[config.mk]
export PLATFORM = sky130hd
export DESIGN_NAME = spi_target_flat
export DESIGN_NICKNAME = d
export VERILOG_FILES = /design/src/rtl/spi_target_pkg.sv /design/src/rtl/spi_target_if.sv /design/src/rtl/spi_target_pin_sync.sv /design/src/rtl/spi_target.sv /design/src/flat_wrapper.sv
export SDC_FILE = /design/constraint.sdc
export NUM_CORES = 1
export LEC_CHECK = 0
export ABC_AREA = 1
export CAP_MARGIN = 5
export CORE_MARGIN = 2
export CORE_UTILIZATION = 48
export CTS_CLUSTER_DIAMETER = 100
export DETAILED_ROUTE_END_ITERATION = 6
export PLACE_DENSITY = 0.8
export SLEW_MARGIN = 15
export SYNTH_ARGS = -nofsm -noshare
export SYNTH_HDL_FRONTEND = slang
export SYNTH_HIERARCHICAL = 1
export SYNTH_SLANG_ARGS = --single-unit
[constraint.sdc]
create_clock -name CLKOSC -period 1.6 [get_ports CLKOSC]
set_input_delay 0.32 -clock CLKOSC [delete_from_list [all_inputs] [get_ports CLKOSC]]
set_output_delay 0.32 -clock CLKOSC [all_outputs]
set_load 0.01 [all_outputs]
[src/rtl/spi_target_pkg.sv]
// Shared types and constants for the DFB board SPI target: FSM state encoding,
// frame geometry and the default byte sent when nothing is queued.
package dfb_spi_pkg;

  typedef enum logic [1:0] {
    IDLE  = 2'd0,
    LOAD  = 2'd1,
    SHIFT = 2'd2
  } state_e;

  localparam int          SPI_BITS          = 8;
  localparam int          CNT_W             = 4;
  localparam logic [CNT_W-1:0] LAST_BIT     = 4'd7;
  localparam logic [7:0]  DEFAULT_IDLE_BYTE = 8'hFF;

endpackage

[src/rtl/spi_target_if.sv]
// CLKOSC-domain byte handshake between the SPI target and its user logic.
// TX: TX_LOAD writes TX_DATA only while TX_READY=1. RX: RX_VALID holds until RX_ACK.
interface spi_target_if;
  import dfb_spi_pkg::*;

  logic [7:0] TX_DATA;
  logic       TX_LOAD;
  logic       TX_READY;
  logic [7:0] RX_DATA;
  logic       RX_VALID;
  logic       RX_ACK;
  logic       RX_OVERRUN;
  logic       FRAME_ERR;
  logic       BUSY;
  state_e     state_dbg;

  modport master (
    output TX_DATA, TX_LOAD, RX_ACK,
    input  TX_READY, RX_DATA, RX_VALID, RX_OVERRUN, FRAME_ERR, BUSY, state_dbg
  );

  modport slave (
    input  TX_DATA, TX_LOAD, RX_ACK,
    output TX_READY, RX_DATA, RX_VALID, RX_OVERRUN, FRAME_ERR, BUSY, state_dbg
  );

endinterface

[src/rtl/spi_target_pin_sync.sv]
// Pin synchroniser with registered edge detect; level_o is delayed to line up
// with rise_o/fall_o so consumers see a consistent snapshot.
module spi_pin_sync #(
  parameter int   STAGES    = 2,
  parameter logic RESET_VAL = 1'b0
) (
  input  logic clk_i,
  input  logic rst_i,
  input  logic pin_i,
  output logic level_o,
  output logic rise_o,
  output logic fall_o
);

  logic [STAGES-1:0] sync_q;
  logic              prev_q;
  logic              rise_q;
  logic              fall_q;

  always_ff @(posedge clk_i or posedge rst_i) begin
    if (rst_i) begin
      sync_q <= {STAGES{RESET_VAL}};
      prev_q <= RESET_VAL;
      rise_q <= 1'b0;
      fall_q <= 1'b0;
    end else begin
      sync_q <= {sync_q[STAGES-2:0], pin_i};
      prev_q <= sync_q[STAGES-1];
      rise_q <= sync_q[STAGES-1] & ~prev_q;
      fall_q <= ~sync_q[STAGES-1] & prev_q;
    end
  end

  assign level_o = prev_q;
  assign rise_o  = rise_q;
  assign fall_o  = fall_q;

endmodule

[src/rtl/spi_target.sv]
// SPI mode-0 target, MSB first, 8-bit frames, pins oversampled on CLKOSC.
// Define SPI_TARGET_ECHO_EN to echo the last received byte when no TX byte is queued.
module spi_target
  import dfb_spi_pkg::*;
#(
  parameter int         SYNC_STAGES = 2,
  parameter logic [7:0] IDLE_BYTE   = DEFAULT_IDLE_BYTE
) (
  input  logic CLKOSC,
  input  logic RST,
  input  logic SPI_CS_N,
  input  logic SPI_SCK,
  input  logic SPI_MOSI,
  output logic SPI_MISO,
  output logic SPI_MISO_OE,
  spi_target_if.slave hs
);

  logic cs_n_s, cs_rise, cs_fall;
  logic sck_s, sck_rise, sck_fall;
  logic unused_sck;
  logic [SYNC_STAGES:0] mosi_q;
  logic mosi_s;

  state_e           state_q, state_d;
  logic [CNT_W-1:0] bitcnt_q;
  logic [7:0]       shift_rx_q;
  logic [7:0]       shift_tx_q;
  logic             miso_q;
  logic [7:0]       hold_q;
  logic             hold_full_q;
  logic [7:0]       rx_data_q;
  logic             rx_valid_q;
  logic             rx_ovr_q;
  logic             frame_err_q;

  logic       in_shift, bit_rise, byte_done, reload;
  logic [7:0] rx_byte, idle_src, tx_src;

  spi_pin_sync #(.STAGES(SYNC_STAGES), .RESET_VAL(1'b1)) u_cs_sync (
    .clk_i(CLKOSC), .rst_i(RST), .pin_i(SPI_CS_N),
    .level_o(cs_n_s), .rise_o(cs_rise), .fall_o(cs_fall)
  );

  spi_pin_sync #(.STAGES(SYNC_STAGES), .RESET_VAL(1'b0)) u_sck_sync (
    .clk_i(CLKOSC), .rst_i(RST), .pin_i(SPI_SCK),
    .level_o(sck_s), .rise_o(sck_rise), .fall_o(sck_fall)
  );

  assign unused_sck = sck_s;

  // One extra flop so MOSI has the same latency as the registered SCK edge.
  always_ff @(posedge CLKOSC or posedge RST) begin
    if (RST) mosi_q <= '0;
    else     mosi_q <= {mosi_q[SYNC_STAGES-1:0], SPI_MOSI};
  end
  assign mosi_s = mosi_q[SYNC_STAGES];

  assign in_shift  = (state_q == SHIFT);
  assign bit_rise  = in_shift & sck_rise & ~cs_rise;
  assign rx_byte   = {shift_rx_q[6:0], mosi_s};
  assign byte_done = bit_rise & (bitcnt_q == LAST_BIT);
  assign reload    = (state_q == LOAD) | byte_done;

`ifdef SPI_TARGET_ECHO_EN
  // At a byte boundary the byte just assembled is the "last complete" one.
  assign idle_src = byte_done ? rx_byte : rx_data_q;
`else
  assign idle_src = IDLE_BYTE;
`endif
  assign tx_src = hold_full_q ? hold_q : idle_src;

  always_ff @(posedge CLKOSC or posedge RST) begin
    if (RST) state_q <= IDLE;
    else     state_q <= state_d;
  end

  always_comb begin
    state_d = state_q;
    case (state_q)
      IDLE:    if (cs_fall) state_d = LOAD;
      LOAD:    state_d = cs_rise ? IDLE : SHIFT;
      SHIFT:   if (cs_rise) state_d = IDLE;
      default: state_d = IDLE;
    endcase
  end

  always_comb begin
    SPI_MISO_OE = 1'b0;
    SPI_MISO    = 1'b1;
    case (state_q)
      LOAD: begin
        SPI_MISO_OE = 1'b1;
        SPI_MISO    = tx_src[7];
      end
      SHIFT: begin
        SPI_MISO_OE = 1'b1;
        SPI_MISO    = miso_q;
      end
      default: ;
    endcase
  end

  always_ff @(posedge CLKOSC or posedge RST) begin
    if (RST) begin
      bitcnt_q    <= '0;
      shift_rx_q  <= '0;
      shift_tx_q  <= '0;
      miso_q      <= 1'b1;
      hold_q      <= '0;
      hold_full_q <= 1'b0;
      rx_data_q   <= '0;
      rx_valid_q  <= 1'b0;
      rx_ovr_q    <= 1'b0;
      frame_err_q <= 1'b0;
    end else begin
      frame_err_q <= in_shift & cs_rise & (bitcnt_q != '0);

      if (!in_shift || cs_rise || byte_done) bitcnt_q <= '0;
      else if (bit_rise)                     bitcnt_q <= bitcnt_q + 4'd1;

      if (bit_rise) shift_rx_q <= rx_byte;

      // Bit 7 goes out at reload; falls after bits 1..7 present the rest.
      if (reload) begin
        shift_tx_q <= tx_src;
        miso_q     <= tx_src[7];
      end else if (in_shift && sck_fall && bitcnt_q != '0) begin
        shift_tx_q <= {shift_tx_q[6:0], 1'b0};
        miso_q     <= shift_tx_q[6];
      end

      if (reload && hold_full_q) begin
        hold_full_q <= 1'b0;
      end else if (hs.TX_LOAD && !hold_full_q) begin
        hold_q      <= hs.TX_DATA;
        hold_full_q <= 1'b1;
      end

      if (byte_done) begin
        rx_data_q  <= rx_byte;
        rx_valid_q <= 1'b1;
        rx_ovr_q   <= ~hs.RX_ACK & (rx_ovr_q | rx_valid_q);
      end else if (hs.RX_ACK) begin
        rx_valid_q <= 1'b0;
        rx_ovr_q   <= 1'b0;
      end
    end
  end

  assign hs.TX_READY   = ~hold_full_q;
  assign hs.RX_DATA    = rx_data_q;
  assign hs.RX_VALID   = rx_valid_q;
  assign hs.RX_OVERRUN = rx_ovr_q;
  assign hs.FRAME_ERR  = frame_err_q;
  assign hs.BUSY       = ~cs_n_s;
  assign hs.state_dbg  = state_q;

endmodule

[src/flat_wrapper.sv]
// flat-port wrapper written by rule: the top's interface ports become plain ports
module spi_target_flat import dfb_spi_pkg::*;
#(
  parameter int         SYNC_STAGES = 2,
  parameter logic [7:0] IDLE_BYTE   = DEFAULT_IDLE_BYTE
)
  (CLKOSC, RST, SPI_CS_N, SPI_SCK, SPI_MOSI, SPI_MISO, SPI_MISO_OE, hs_TX_DATA, hs_TX_LOAD, hs_RX_ACK, hs_TX_READY, hs_RX_DATA, hs_RX_VALID, hs_RX_OVERRUN, hs_FRAME_ERR, hs_BUSY, hs_state_dbg);
  spi_target_if hs_i ();
  input  logic CLKOSC;
  input  logic RST;
  input  logic SPI_CS_N;
  input  logic SPI_SCK;
  input  logic SPI_MOSI;
  output logic SPI_MISO;
  output logic SPI_MISO_OE;
  input wire logic [$bits(hs_i.TX_DATA)-1:0] hs_TX_DATA;
  input wire logic [$bits(hs_i.TX_LOAD)-1:0] hs_TX_LOAD;
  input wire logic [$bits(hs_i.RX_ACK)-1:0] hs_RX_ACK;
  output wire logic [$bits(hs_i.TX_READY)-1:0] hs_TX_READY;
  output wire logic [$bits(hs_i.RX_DATA)-1:0] hs_RX_DATA;
  output wire logic [$bits(hs_i.RX_VALID)-1:0] hs_RX_VALID;
  output wire logic [$bits(hs_i.RX_OVERRUN)-1:0] hs_RX_OVERRUN;
  output wire logic [$bits(hs_i.FRAME_ERR)-1:0] hs_FRAME_ERR;
  output wire logic [$bits(hs_i.BUSY)-1:0] hs_BUSY;
  output wire logic [$bits(hs_i.state_dbg)-1:0] hs_state_dbg;
  assign hs_i.TX_DATA = hs_TX_DATA;
  assign hs_i.TX_LOAD = hs_TX_LOAD;
  assign hs_i.RX_ACK = hs_RX_ACK;
  assign hs_TX_READY = hs_i.TX_READY;
  assign hs_RX_DATA = hs_i.RX_DATA;
  assign hs_RX_VALID = hs_i.RX_VALID;
  assign hs_RX_OVERRUN = hs_i.RX_OVERRUN;
  assign hs_FRAME_ERR = hs_i.FRAME_ERR;
  assign hs_BUSY = hs_i.BUSY;
  assign hs_state_dbg = hs_i.state_dbg;
  spi_target #(.SYNC_STAGES(SYNC_STAGES), .IDLE_BYTE(IDLE_BYTE)) u_core (.CLKOSC(CLKOSC), .RST(RST), .SPI_CS_N(SPI_CS_N), .SPI_SCK(SPI_SCK), .SPI_MOSI(SPI_MOSI), .SPI_MISO(SPI_MISO), .SPI_MISO_OE(SPI_MISO_OE), .hs(hs_i));
endmodule
==> results of run 1 <==
-- flip-flops by register name, indices dropped and copies added, names as in the netlist, 2 cells and up --
signal	cells
u_core/mosi_q	3
u_core/hs.RX_DATA	8
u_core/hold_q	8
u_core/u_cs_sync/sync_q	2
u_core/u_sck_sync/sync_q	2
u_core/hs.state_dbg	2
u_core/shift_rx_q	7
u_core/bitcnt_q	4
u_core/shift_tx_q	7
-- layout make-up --
cell class / count / area (um2)
clock buffers: 7 / 86.33
multi-input cells: 135 / 815.8
clock inverters: 1 / 5.005
inverters: 34 / 127.6
well taps: 52 / 65.06
fillers: 362 / 1504
repair buffers: 50 / 484.2
flip-flops and latches: 54 / 1356
-- per-stage QoR --
stage / cell area, um2 / utilization (%) / hold WS (ns) / std cells / worst slack (ns)
2_1_floorplan: 2261 / - / 0.09634 / 229 / 0.01698
3_3_place_gp: 2716 / 61.12 / 0.3329 / 321 / -0.1170
3_5_place_dp: 2716 / 61.12 / 0.3358 / 321 / -0.1432
4_1_cts: 2841 / 63.94 / 0.2601 / 332 / -0.04822
5_1_grt: 2940 / 66.16 / 0.2823 / 333 / -0.1086
6_report: 2940 / 66.16 / 0.2586 / 333 / -0.004924
-- cell families after synthesis --
logic type	Yosys count	synth area share, %
AOI/OAI and AO/OA	29	7.032
adders and majority gates	6	3.322
buffers and inverters	40	7.586
DFF	54	60.02
muxes	7	3.489
and+or+nand+nor	93	18.55
-- power by group through the flow --
| stage | clock, mW | sequential, mW | combinational [mW] |
|---|---|---|---|
| after floorplan | 0 | 1.83 | 0.870 |
| after global placement | 0 | 1.85 | 1.35 |
| after detailed placement | 0 | 1.86 | 1.39 |
| after CTS | 0.787 | 1.83 | 1.39 |
| after global routing | 0.835 | 1.87 | 1.77 |
| final | 0.763 | 1.84 | 1.57 |
-- how the worst max path moves through the flow --
stage               slack, ns                    to  cells after the start              startpoint
finish                 -0.005              SPI_MISO                      5  u_core/hs.state_dbg[1]
CTS                     -0.05              SPI_MISO                      5  u_core/hs.state_dbg[0]
global route            -0.11              SPI_MISO                      5  u_core/hs.state_dbg[1]
floorplan                0.02  u_core/shift_tx_q[6]                      9  u_core/hs.state_dbg[0]
global placement        -0.12              SPI_MISO                      4  u_core/hs.state_dbg[0]
detailed placement      -0.14              SPI_MISO                      4  u_core/hs.state_dbg[0]
-- layer usage --
metal | vias to the layer above | wire [um] | global-route usage (%)
li1 | 828 | - | -
met4 | 0 | 99 | 5.556
met5 | - | 0 | 0
met2 | 28 | 2200 | 30.91
met3 | 9 | 153 | 4.558
met1 | 791 | 1795 | 19.43
-- cells in the mapped netlist, drive strengths merged --
master | instances | share of area [%]
ha | 6 | 3.3
nand2 | 48 | 8.5
clkbuf | 1 | 0.17
a21oi | 3 | 0.66
mux2 | 7 | 3.5
nor3b | 1 | 0.33
o22ai | 1 | 0.28
nand4 | 7 | 1.9
buf | 5 | 1.8
dfrtp | 50 | 55
inv | 34 | 5.6
o21ai | 22 | 4.9
dfstp | 4 | 4.7
nor2 | 20 | 3.8
o31ai | 2 | 0.89
o211ai | 1 | 0.33
nand3 | 17 | 4.0
-- repair_timing --
| item | CTS | global route |
|---|---|---|
| pin swaps | 1 | 7 |
| buffers inserted | 3 | 1 |
| setup endpoints to repair | 18 | 28 |
| resized for setup | 20 | 25 |
==> impl_metrics.tcl, run 1 <==
set metrics [dict create \
    status "finished, violations left" \
    failed_checks "setup timing" \
    cts_sinks 54 \
    drt-total-wl_mm 4.249 \
    min_period_over_period_pct 100.3 \
    n_antenna_cell 0 \
    grt_max_degree 45 \
    power.density_nw_per_um2 1419 \
    finalSetupViolations 1 \
    grt_setup_unrepaired "yes" \
    cpLargestDelayFamily "flip-flops" \
    fin_skew_ns 0.007160 \
    max_freq_mhz 623.1 \
    cp_cell_sequence "buf_4, ha_4, nand2_1, o211ai_1, buf_2" \
    timing.critical_path.buf_inv 2 \
    antenna_found_initial 0 \
    yosys_warnings 6 \
    p_sw_share_pct 33.35 \
    pwr-share-seq_pct 44.1 \
    ff2ff_path_depth 10 \
    r2r_slack_ns 0.03 \
    cp.required_ns 1.28 \
    cts_tree "yes" \
    critPathCaptureType "output port" \
    num_io_pins 32 \
    path_clk_slew_ns 0.08 \
    die_w_um 72.61 \
    gp_congestion 0.7651 \
    grtUsageTotal_pct 17.05 \
    ys_seq_area_share_pct 60.02 \
    final_cell_mix "dfrtp_1, nand2_1, inv_1" \
    slowest_stage "dfrtp_1" \
    gr-total-overflow 0 \
    htreeDepth 2 \
    finalWorstSetupSlack_ns -0.004924 \
    syn_nets 250 \
    syn_inst 229 \
    hold_path.class "input pin to asynchronous set/reset pin" \
    hold_buffers 0 \
    reg2reg_to "u_core/shift_tx_q[1]" \
    worst_ep_arrival_time_ns 1.28 \
    clockBufferDepth 2 \
    rows 24 \
    crit_type "flip-flop to output port" \
    finalHoldViolCount 0 \
    drc 0 \
    fp.dieH_um 72.61 \
    final_layout_size_suffix_gt1_share_pct 21.35 \
    grt_pass1_vias 1632 \
    clock-root-buffer "clkbuf_8" \
    final_max_slew_viol_count 0 \
    ant_nets 0 \
    ys_ff_latch 54 \
    grt_pass1_wl_mm 6.962 \
    wl_per_cell_um 12.76 \
    hpwlAfterDp_mm 2.924 \
    p_clk_share_pct 18.3 \
    p_int_mw 2.780 \
    layout_commonest_cell "dfrtp_1" \
    critPathMaxStageDelay_ns 0.40 \
    worst_pin_slew_ns 0.3784 \
    path_max_fanout 3 \
    drtIter0Drc 109 \
    cts_buffers 5 \
    p_leak_nw 1.419 \
    finalPower_mw 4.171 \
    via_count 1656 \
    startpoint_type "flip-flop" \
    die-area_um2 5272 \
    synth_cell_types 27 \
    r2r-start "u_core/hs.state_dbg[1]" \
    pwr-share-comb_pct 37.6 \
    initial_utilization_pct 50.84 \
    cap_violations 0 \
    syn_to_final_growth_pct 30.12 \
    port_buffers 31 \
    period_needed_ns 1.605 \
    via_per_inst 4.973 \
    p_sw_mw 1.391 \
    clock_latency_ns 0.30 \
    drtPass1Iterations 4 \
    setup_tns_ns -0.004924 \
    syn_area_um2 2260 \
    syn_avg_cell_area_um2 9.868 \
    max_slew_margin_pct 74.61 \
    max-vdd-ir-drop_uv 952.3 \
    final_nets 301 \
    core-area_um2 4444 \
]
No activity file was read; power rests on OpenSTA's default activity.
==> run 2, diff against run 1 <==
ABC_AREA = unset   (was 1)
CELL_PAD_IN_SITES_DETAIL_PLACEMENT = 0   (was unset)
CELL_PAD_IN_SITES_GLOBAL_PLACEMENT = 1   (was unset)
CORE_UTILIZATION = 39   (was 48)
==> impl_metrics.tcl, run 2 <==
set metrics [dict create \
    cpLargestDelayFamily "flip-flops" \
    synth_flop_cell "dfrtp_1" \
    ant_nets 0 \
    setup_tns_ns -0.2767 \
    final_max_slew_viol_count 0 \
    post-place-ws_ns -0.1383 \
    wl_per_cell_um 12.21 \
    via_count 1381 \
    finalSetupViolations 9 \
    syn_inst 160 \
    final_layout_size_suffix_gt1_share_pct 39.46 \
    p_leak_nw 1.393 \
    failed_checks "setup timing" \
    via_per_inst 4.681 \
    drtIter0Drc 72 \
    power.density_nw_per_um2 1428 \
    fin_skew_ns 0.007235 \
    gp_congestion 0.7596 \
    yosys_warnings 6 \
    min_period_over_period_pct 102.6 \
    syn_to_final_growth_pct 41.02 \
    core-area_um2 5439 \
    cp_cell_sequence "ha_2, nand2_2, buf_6, nor4_4, buf_6, mux2_2" \
    cp.required_ns 1.79 \
    initial_utilization_pct 39.82 \
    grt_max_degree 23 \
    synth_edf_count 0 \
    cts_sinks 54 \
    critPathMaxStageDelay_ns 0.41 \
    max_slew_margin_pct 81.48 \
    cts_tree "yes" \
    synth_mux_area_share_pct 16.18 \
    ys_ff_latch 54 \
    cap_violations 0 \
    rows 27 \
    yosys.area.top_type "dfrtp_1" \
    grt_pass1_wl_mm 6.216 \
    finalWorstSetupSlack_ns -0.04239 \
    layout_commonest_cell "dfrtp_1" \
    clock_latency_ns 0.30 \
    max_freq_mhz 608.9 \
    timing.critical_path.buf_inv 2 \
    finalHoldViolCount 0 \
    slowest_stage "dfrtp_1" \
    port_buffers 31 \
    htreeDepth 2 \
    clock-root-buffer "clkbuf_8" \
    hold_path.class "input pin to asynchronous set/reset pin" \
    synth_cell_types 30 \
    period_needed_ns 1.642 \
    syn_area_um2 2166 \
    stdcell_count 295 \
    drc 0 \
    antenna_found_initial 0 \
    n_antenna_cell 0 \
    drt-total-wl_mm 3.601 \
    fp.dieH_um 78.52 \
    final_cell_mix "dfrtp_1, clkdlybuf4s50_1, buf_4" \
    yosys.area_share.simple_pct 8.608 \
    path_max_fanout 9 \
    final_nets 243 \
    critPathCaptureType "flip-flop" \
    synthAdderAreaFrac_pct 3.466 \
    worst_ep_arrival_time_ns 1.83 \
    gr-total-overflow 0 \
    synth_area_leaders "dfrtp_1, mux2_2, dfstp_2" \
    cts_buffers 5 \
    ys_seq_area_share_pct 62.62 \
    synthTopCellsByCount "dfrtp_1, mux2_2, inv_1, a21oi_1, mux2i_1" \
    worst_pin_slew_ns 0.2755 \
    path_clk_slew_ns 0.09 \
    crit_top_cell "buf_6" \
    num_io_pins 32 \
    synth_xor_area_share_pct 0.4044 \
    crit_type "flip-flop to flip-flop" \
    grt_setup_unrepaired "yes" \
    timing.hold.ws_ns 0.2686 \
    placedCellCount 283 \
    synth_top_area_share_pct 57.77 \
    grt_pass1_vias 1403 \
    synthArstFlopShare_pct 100.0 \
    status "finished, violations left" \
    synth_compound_area_share_pct 5.661 \
    syn_avg_cell_area_um2 13.54 \
    grtUsageTotal_pct 12.84 \
    synth_most_common_cell "dfrtp_1" \
    die_w_um 78.52 \
    die-area_um2 6165 \
    max-vdd-ir-drop_uv 931.2 \
    finalPower_mw 4.360 \
    startpoint_type "flip-flop" \
    syn_nets 181 \
    synth_top_family_by_area "multiplexers" \
    drtPass1Iterations 4 \
    clockBufferDepth 2 \
    hpwlAfterDp_mm 2.620 \
]
==> run 2: cell types whose count changed in the layout (fill, tap and decap cells not counted), moves of 8 or more <==
| cell | previous run | this run |
|---|---|---|
| mux2_4 | 0 | 8 |
| nand3_1 | 16 | 0 |
| nand2_1 | 43 | 4 |
| inv_1 | 29 | 8 |
| nor2_1 | 17 | 6 |
| mux2_2 | 7 | 16 |
| mux2i_1 | 0 | 8 |
| o21ai_0 | 15 | 2 |
==> run 2: cell families after synthesis <==
group / count (synthesis)
flops: 54
simple gates: 31
xor+xnor: 1
buf+inv: 17
fa+ha+maj: 6
mux: 32
compound gates: 19
==> run 2: metrics by stage <==
stage               util (%)  area [um2]
floorplan                  -        2196
global placement       50.95        2771
CTS                    54.24        2950
global route           56.15        3054
finish                 56.15        3054
detailed placement     50.95        2771
==> run 2: worst paths after layout <==
kind                                          from                 endpoint  slack, ns  cells after the start
min in group CLKOSC               u_core/mosi_q[0]         u_core/mosi_q[1]       0.36                      0
worst min register to register    u_core/mosi_q[0]         u_core/mosi_q[1]       0.36                      0
worst min-delay path                           RST  u_core/u_cs_sync/fall_o       0.27                      2
worst max register to register  u_core/bitcnt_q[1]     u_core/hs.RX_DATA[0]      -0.04                      6
worst max-delay path            u_core/bitcnt_q[1]     u_core/hs.RX_DATA[0]      -0.04                      6
max in group asynchronous                      RST            u_core/miso_q       0.89                      3
==> run 2: area by class of cell <==
class | count | area [um2]
clock buffers | 6 | 82.58
clock inverters | 2 | 60.06
fillers | 475 | 2385
inverters | 14 | 52.55
multi-input cells | 89 | 859.6
flip-flops and latches | 54 | 1356
well taps | 72 | 90.09
repair buffers | 58 | 553.0
==> run 2: where the power goes <==
group	internal (mW)	leakage (nW)	switching, mW
logic	0.833	0.650	0.616
registers	1.65	0.672	0.176
clock network	0.667	0.0714	0.416
==> run 2: per-layer routing <==
| layer | vias up | wire [um] | track usage [%] |
|---|---|---|---|
| met3 | 0 | 134 | 3.908 |
| met5 | - | 0 | 0 |
| met1 | 682 | 1632 | 15.93 |
| met4 | 0 | 0 | 2.632 |
| li1 | 672 | - | - |
| met2 | 27 | 1835 | 22.14 |
==> run 2: repair_timing <==
item / 4_1_cts / 5_1_grt
pin swaps: 2 / 1
hold buffers: 0 / 0
setup endpoints to repair: 22 / 29
gates resized for setup: 23 / 23
setup buffers: 2 / 2
